===== src/rtl/counter_pkg.sv =====
// Shared constants for the counter-lab blocks: default width, reset value
// and an all-ones helper for sizing terminal values.
package counter_pkg;

    localparam int   DEF_WIDTH = 4;
    localparam logic RST_VAL   = 1'b0;

    function automatic int all_ones(input int w);
        return (1 << w) - 1;
    endfunction

endpackage


===== src/rtl/up_count_slice.sv =====
// One bit of the up counter: a flip-flop whose next state is chosen from
// reset, parallel load, forced-zero wrap, toggle, or hold.
module up_count_slice
    import counter_pkg::*;
(
    input  logic clk,
    input  logic rst,
    input  logic ld,
    input  logic load_bit,
    input  logic toggle,
    input  logic wrap,
    output logic q
);

    always_ff @(posedge clk) begin
        if (rst)
            q <= RST_VAL;
        else if (ld)
            q <= load_bit;
        else if (wrap)
            q <= 1'b0;
        else if (toggle)
            q <= ~q;
    end

endmodule


===== src/rtl/up_counter_mod.sv =====
// WIDTH-bit up counter with modulus MAX, parallel load, cascadable terminal
// count and a sticky wrap flag, built from per-bit toggle slices.
module up_counter_mod
    import counter_pkg::*;
#(
    parameter int WIDTH = DEF_WIDTH,
    parameter int MAX   = 15
) (
    input  logic             clk,
    input  logic             rst,
    input  logic             en,
    input  logic             ld,
    input  logic [WIDTH-1:0] d,
    input  logic             clr_ovf,
    output logic [WIDTH-1:0] out,
    output logic             tc,
    output logic             ovf
);

    localparam logic [WIDTH-1:0] MAX_V = WIDTH'(MAX);

    logic             at_max;
    logic             wrap;
    logic [WIDTH-1:0] carry;

    // Values above MAX (reachable only via load) also count as terminal,
    // so the next enabled edge returns straight to zero.
    assign at_max = (out >= MAX_V);
    assign tc     = en & at_max;
    assign wrap   = tc & ~ld;

    // carry[i] is high when bit i should toggle: enabled and all lower bits set.
    assign carry[0] = en;

    genvar i;
    generate
        for (i = 1; i < WIDTH; i++) begin : g_carry
            assign carry[i] = carry[i-1] & out[i-1];
        end

        for (i = 0; i < WIDTH; i++) begin : g_slice
            up_count_slice u_slice (
                .clk      (clk),
                .rst      (rst),
                .ld       (ld),
                .load_bit (d[i]),
                .toggle   (carry[i]),
                .wrap     (wrap),
                .q        (out[i])
            );
        end
    endgenerate

    // A wrap on the same edge as a clear leaves the flag set.
    always_ff @(posedge clk) begin
        if (rst)
            ovf <= RST_VAL;
        else if (wrap)
            ovf <= 1'b1;
        else if (clr_ovf)
            ovf <= 1'b0;
    end

endmodule


===== config.mk =====
export PLATFORM = sky130hd
export DESIGN_NAME = up_counter_mod
export DESIGN_NICKNAME = d
export VERILOG_FILES = /design/src/rtl/counter_pkg.sv /design/src/rtl/up_count_slice.sv /design/src/rtl/up_counter_mod.sv
export SDC_FILE = /design/constraint.sdc
export NUM_CORES = 1
export LEC_CHECK = 0
export ABC_CLOCK_PERIOD_IN_PS = 1100
export CAP_MARGIN = 15
export CORE_AREA = 4 4 41 43
export DETAILED_ROUTE_END_ITERATION = 10
export DIE_AREA = 0 0 45 47
export PLACE_DENSITY = 0.6
export SLEW_MARGIN = 20
export SYNTH_ARGS = -nofsm -noshare
export SYNTH_HDL_FRONTEND = slang
export SYNTH_HIERARCHICAL = 1
export SYNTH_SLANG_ARGS = --single-unit

===== constraint.sdc =====
create_clock -name clk -period 1.1 [get_ports clk]
set_input_delay 0.165 -clock clk [delete_from_list [all_inputs] [get_ports clk]]
set_output_delay 0.165 -clock clk [all_outputs]
set_load 0.005 [all_outputs]

==> flow_summary_export.csv, run 1 <==
group,metric,value,unit
global_routing,grt_overflow_total,0,
sta,min_period_over_period,107,%
power_and_ir_drop,total_power,0.543,mW
drt,drtIter0Drc,4,
power_and_ir_drop,switchingPower,0.130,mW
sta,layout_setup_ws,-0.0720,ns
yosys,ys_types,12,
sta,hold_violations,0,
worst_setup_path,crit_arrival,1.01,ns
floorplan,num_io_pins,15,
place,gp_congestion,0.708,
power_and_ir_drop,switching_share,24.0,%
cells_and_area,fillCellCount,154,
power_and_ir_drop,clkPwrFrac,40.2,%
floorplan,initial_core_util,20.4,%
power_and_ir_drop,p_int,0.413,mW
floorplan,die_h,47,µm
cells_and_area,layout-drive-gt1-share,35.6,%
sta,rsz0062_at_grt,"yes",
power_and_ir_drop,pwr-share-comb,22.7,%
yosys,yosysSeqAreaShare,37.7,%
drt,wl_per_cell,10.3,µm
clocking,clkLatencyLatePin,0.25,ns
cells_and_area,nNetsFinal,69,
sta,tightest_slew,0.202,ns
sta,min_period,1.17,ns
clocking,clk_pin_slew,0.05,ns
worst_setup_path,critPathRequiredTime,0.94,ns
drt,drc,0,
global_routing,grt_pass1_wl,1240,µm
yosys,synthesis.area,265,µm²
worst_setup_path,path_class,"reg2out",
power_and_ir_drop,p_per_area,1000,nW/µm²
clocking,cts.sink_count,5,
sta,tns,-0.300,ns
clocking,cts_tree,"done",
drt,wirelength,760,µm
drt,via_per_inst,4.26,
place,dpl.cell_count,69,
clocking,cts-buffers-inserted,3,
drt,drt_first_pass_iters,2,
power_and_ir_drop,power_frac_seq,37.0,%
yosys,synth_nets,39,
outcome,outcome,"complete, but fails checks",
power_and_ir_drop,ir_worst_vdd,0.000374,V
floorplan,die_x,45,µm
cells_and_area,fin_cells,74,
cells_and_area,layout_commonest_cell,"buf_4",
worst_setup_path,worst-path-max-fanout,2,
outcome,violations,"setup timing",
drt,antenna_left,0,
flow_run,maxCapViolations,0,
yosys,synth_seq_cells,5,
yosys,synth_area_per_cell,8.84,µm²
clocking,cts_max_level,1,
yosys,syn_inst,30,
sta,fmax,853,MHz
place,numPortBuffers,14,
cells_and_area,antenna_cells,0,
floorplan,dieArea,2120,µm²
global_routing,grt_pass1_vias,308,
yosys,yosysWarnings,6,
sta,drv_slew,0,
clocking,clk_root_buffer_cell,"clkbuf_4",
cells_and_area,final_cell_mix,"buf_4, clkdlybuf4s50_1",
global_routing,grt_max_degree,9,
global_routing,grt_usage,8.77,%
power_and_ir_drop,p_leak,0.238,nW
sta,relSlewSlack,86.5,%
place,dp_hpwl,570,µm
floorplan,row_count,13,
sta,finalSetupViolCount,5,
clocking,cts_max_path_buffers,2,
floorplan,fp.coreArea,1300,µm²
drt,routed-via-count,315,
worst_setup_path,cp-start-kind,"flop",
worst_hold_path,hp-class,"in2reg",
worst_setup_path,critPathCaptureType,"output port",
cells_and_area,area_delta_synth_final,104,%
global_routing,antenna_found_initial,0,
sta,skew,0.00445,ns
-- critical path: stages (launching register included) --
cell and delay (ns):
dfxtp_2 0.32, nand4_1 0.13, inv_1 0.10, and2_1 0.11, buf_2 0.10
-- repair_timing --
item,CTS,global route
resized for setup,19,0
hold buffers,0,0
buffers inserted,2,0
pin swaps,4,5
endpoints found under the hold margin,0,0
setup endpoints to repair,10,5
-- cells in the mapped netlist (all sizes together) --
cell type | instances | share of area (%)
xnor2 | 4 | 13
or3 | 4 | 9.4
o22ai | 4 | 9.4
inv | 2 | 2.8
and2 | 2 | 4.7
or3b | 1 | 3.3
and3 | 1 | 2.4
dfxtp | 5 | 38
nand2 | 4 | 5.7
nand4 | 1 | 2.4
o32ai | 1 | 6.1
nor3b | 1 | 2.8
-- metal layers --
metal  global-route usage (%)  vias to the layer above  share of wire, %
met1                     9.79                      134                42
met5                        0                        -                 0
met2                     12.1                       14                46
met3                     6.13                        0                12
met4                     5.26                        0                 0
li1                         -                      167                 -
-- per-stage QoR --
stage,hold WS (ns),utilization [%],worst slack [ns],area [µm²]
2_1_floorplan,0.267,-,0.0217,270
3_3_place_gp,0.477,38.8,-0.547,504
3_5_place_dp,0.482,38.8,-0.546,504
4_1_cts,0.466,41.6,-0.0784,542
5_1_grt,0.489,41.6,-0.144,542
6_report,0.479,41.6,-0.0720,542
-- final cells by class --
class,instances,area [µm²],area share (%)
Sequential cell,5,105,19.4
Multi-Input combinational cell,23,169,31.2
Inverter,2,7.51,1.39
Timing Repair Buffer,25,215,39.7
Clock buffer,4,26.3,4.85
Tap cell,15,18.8,3.46
-- registers in the layout, summed over array words and instances (netlist names) --
name,cells
g_slice.u_slice/q,4
ovf,1
-- cells by family (layout without fill, tap and decap cells) --
group / count (synthesis) / count (layout) / share of synthesized area, %
compound gates: 5 / 5 / 15.6
xor+xnor: 4 / 4 / 13.2
flops: 5 / 5 / 37.7
simple gates: 14 / 14 / 30.7
buf+inv: 2 / 31 / 2.83
-- path summary, 6_finish.rpt --
check / startpoint / cells after the start / endpoint / slack [ns]
max: g_slice[2].u_slice/q / 4 / tc / -0.07
min reg2reg: ovf / 2 / ovf / 0.49
min: en / 4 / g_slice[0].u_slice/q / 0.48
max reg2reg: g_slice[2].u_slice/q / 5 / g_slice[0].u_slice/q / -0.07
-- power by group through the flow --
| stage | Clock [mW] | Combinational, mW | Sequential [mW] |
|---|---|---|---|
| after floorplan | 0 | 0.0320 | 0.207 |
| after global placement | 0 | 0.127 | 0.202 |
| after detailed placement | 0 | 0.128 | 0.202 |
| after CTS | 0.227 | 0.124 | 0.201 |
| after global routing | 0.244 | 0.135 | 0.202 |
| final | 0.219 | 0.124 | 0.201 |
Power figures use the tool's default switching activity.
==> run 2, diff against run 1 <==
--- a/config.mk
+++ b/config.mk
@@ -10,7 +10,7 @@
 export CORE_AREA = 4 4 41 43
 export DETAILED_ROUTE_END_ITERATION = 10
 export DIE_AREA = 0 0 45 47
-export PLACE_DENSITY = 0.6
+export PLACE_DENSITY = 0.49
 export SLEW_MARGIN = 20
 export SYNTH_ARGS = -nofsm -noshare
 export SYNTH_HDL_FRONTEND = slang
==> flow_summary_export.csv, run 2 (synthesis results as in run 1) <==
group,metric,value,unit
sta,drv_slew,0,
cells_and_area,largest_reg_flops,4,
worst_setup_path,cp-start-kind,"flop",
place,dpl_cell_area,489,µm²
drt,wirelength,862,µm
power_and_ir_drop,ir_worst_vdd,0.000483,V
worst_setup_path,worst-path-max-fanout,4,
sta,min_period,1.19,ns
sta,layout_setup_ws,-0.0937,ns
worst_setup_path,critical_path.top_delay_family,"simple AND/OR/NAND/NOR gates",
drt,drc,0,
clocking,clk_pin_slew,0.05,ns
cells_and_area,multi_input_area,188,µm²
place,dp_hpwl,636,µm
clocking,cts-buffers-inserted,3,
clocking,cts_max_level,1,
floorplan,fp.coreArea,1300,µm²
worst_setup_path,crit_arrival,1.32,ns
drt,drt_first_pass_iters,2,
cells_and_area,reg.largest.list,"g_slice.u_slice/q x4, ovf x1",
drt,drtIter0Drc,1,
sta,fmax,838,MHz
drt,antenna_left,0,
place,numPortBuffers,14,
global_routing,grt_usage,10.1,%
sta,hold_violations,0,
worst_setup_path,critPathMaxStageDelay,0.32,ns
cells_and_area,antenna_cells,0,
cells_and_area,seqCellArea,105,µm²
sta,min_period_over_period,109,%
place,gp_congestion,0.831,
sta,rsz0062_at_grt,"yes",
power_and_ir_drop,p_per_area,994,nW/µm²
worst_setup_path,path_class,"reg2reg",
sta,tightest_slew,0.218,ns
worst_setup_path,critPathRequiredTime,1.22,ns
clocking,cts.sink_count,5,
global_routing,grt_pass1_vias,336,
clocking,clkLatencyLatePin,0.25,ns
cells_and_area,layout_commonest_cell,"buf_4",
drt,routed-via-count,329,
cells_and_area,fillCellCount,137,
place,dpl_worst_slack,-0.568,ns
cells_and_area,nNetsFinal,69,
worst_setup_path,critPathSlowestCell,"dfxtp_2",
worst_hold_path,hp-class,"in2reg",
global_routing,grt_max_degree,8,
clocking,cts_max_path_buffers,2,
drt,wl_per_cell,11.6,µm
clocking,cts_tree,"done",
clocking,clk_root_buffer_cell,"clkbuf_4",
floorplan,initial_core_util,20.4,%
worst_setup_path,path_cells,"nand4_1 > buf_4 > nor3b_4 > or3_1 > o22ai_2",
cells_and_area,top_register,"g_slice.u_slice/q",
cells_and_area,finalInstanceArea,558,µm²
floorplan,num_io_pins,15,
clocking,postCtsHoldBufs,0,
outcome,outcome,"complete, but fails checks",
floorplan,die_h,47,µm
worst_setup_path,critPathCaptureType,"flop",
floorplan,dieArea,2120,µm²
floorplan,row_count,13,
sta,finalSetupViolCount,5,
worst_setup_path,cp.buffers_inverters,1,
sta,relSlewSlack,85.5,%
flow_run,maxCapViolations,0,
global_routing,grt_pass1_wl,1380,µm
drt,via_per_inst,4.45,
cells_and_area,area_delta_synth_final,110,%
cells_and_area,final_cell_mix,"buf_4, clkdlybuf4s50_1",
sta,skew,0.00611,ns
outcome,violations,"setup timing",
cells_and_area,layout-drive-gt1-share,40.7,%
power_and_ir_drop,p_leak,0.247,nW
floorplan,die_x,45,µm
global_routing,grt_overflow_total,0,
global_routing,antenna_found_initial,0,
run 2: path summary, 6_finish.rpt:
check                        from  cells past startpoint                   end  slack (ns)
max          g_slice[1].u_slice/q                      5  g_slice[1].u_slice/q       -0.09
min                            ld                      3  g_slice[3].u_slice/q        0.41
max reg2reg  g_slice[1].u_slice/q                      5  g_slice[1].u_slice/q       -0.09
min reg2reg                   ovf                      2                   ovf        0.49
run 2: area by class of cell:
class / count / share of cell area (%)
repair buffers: 25 / 38.1
multi-input cells: 23 / 33.6
flip-flops and latches: 5 / 18.8
clock buffers: 4 / 4.71
well taps: 15 / 3.36
inverters: 2 / 1.35
run 2: report_power, final:
group	switching [mW]	internal [mW]	total, mW	leakage (nW)
registers	0.00738	0.195	0.202	0.0425
logic	0.0474	0.0812	0.129	0.190
clock network	0.0861	0.138	0.224	0.0150
total	0.141	0.414	0.555	0.247
run 2: tightest hold or removal path, cell delays in order:
cell,delay (ns)
dlygate4sd2_1,0.29
nand2_1,0.10
o22ai_2,0.07
run 2: what timing repair did:
action,CTS,global route
setup buffers,2,1
pin swaps,8,11
endpoints found under the setup margin,10,5
endpoints found under the hold margin,0,0
gates resized for setup,19,3
run 2: metrics by stage:
| stage | setup TNS, ns | util, % | std cells | total power [mW] | hold WS, ns |
|---|---|---|---|---|---|
| after detailed placement | -2.39 | 37.6 | 67 | 0.329 | 0.486 |
| after floorplan | 0 | - | 30 | 0.239 | 0.267 |
| after CTS | -0.331 | 40.9 | 73 | 0.554 | 0.386 |
| after global placement | -2.26 | 37.6 | 67 | 0.326 | 0.479 |
| after global routing | -0.742 | 42.9 | 74 | 0.581 | 0.439 |
| final | -0.391 | 42.9 | 74 | 0.555 | 0.415 |
run 2: layer usage:
metal	vias to the layer above	part of all wire (%)	track usage [%]
li1	165	-	-
met2	12	46	14.7
met4	0	4.6	12.3
met5	-	0	0
met3	5	7.7	5.36
met1	147	42	9.30
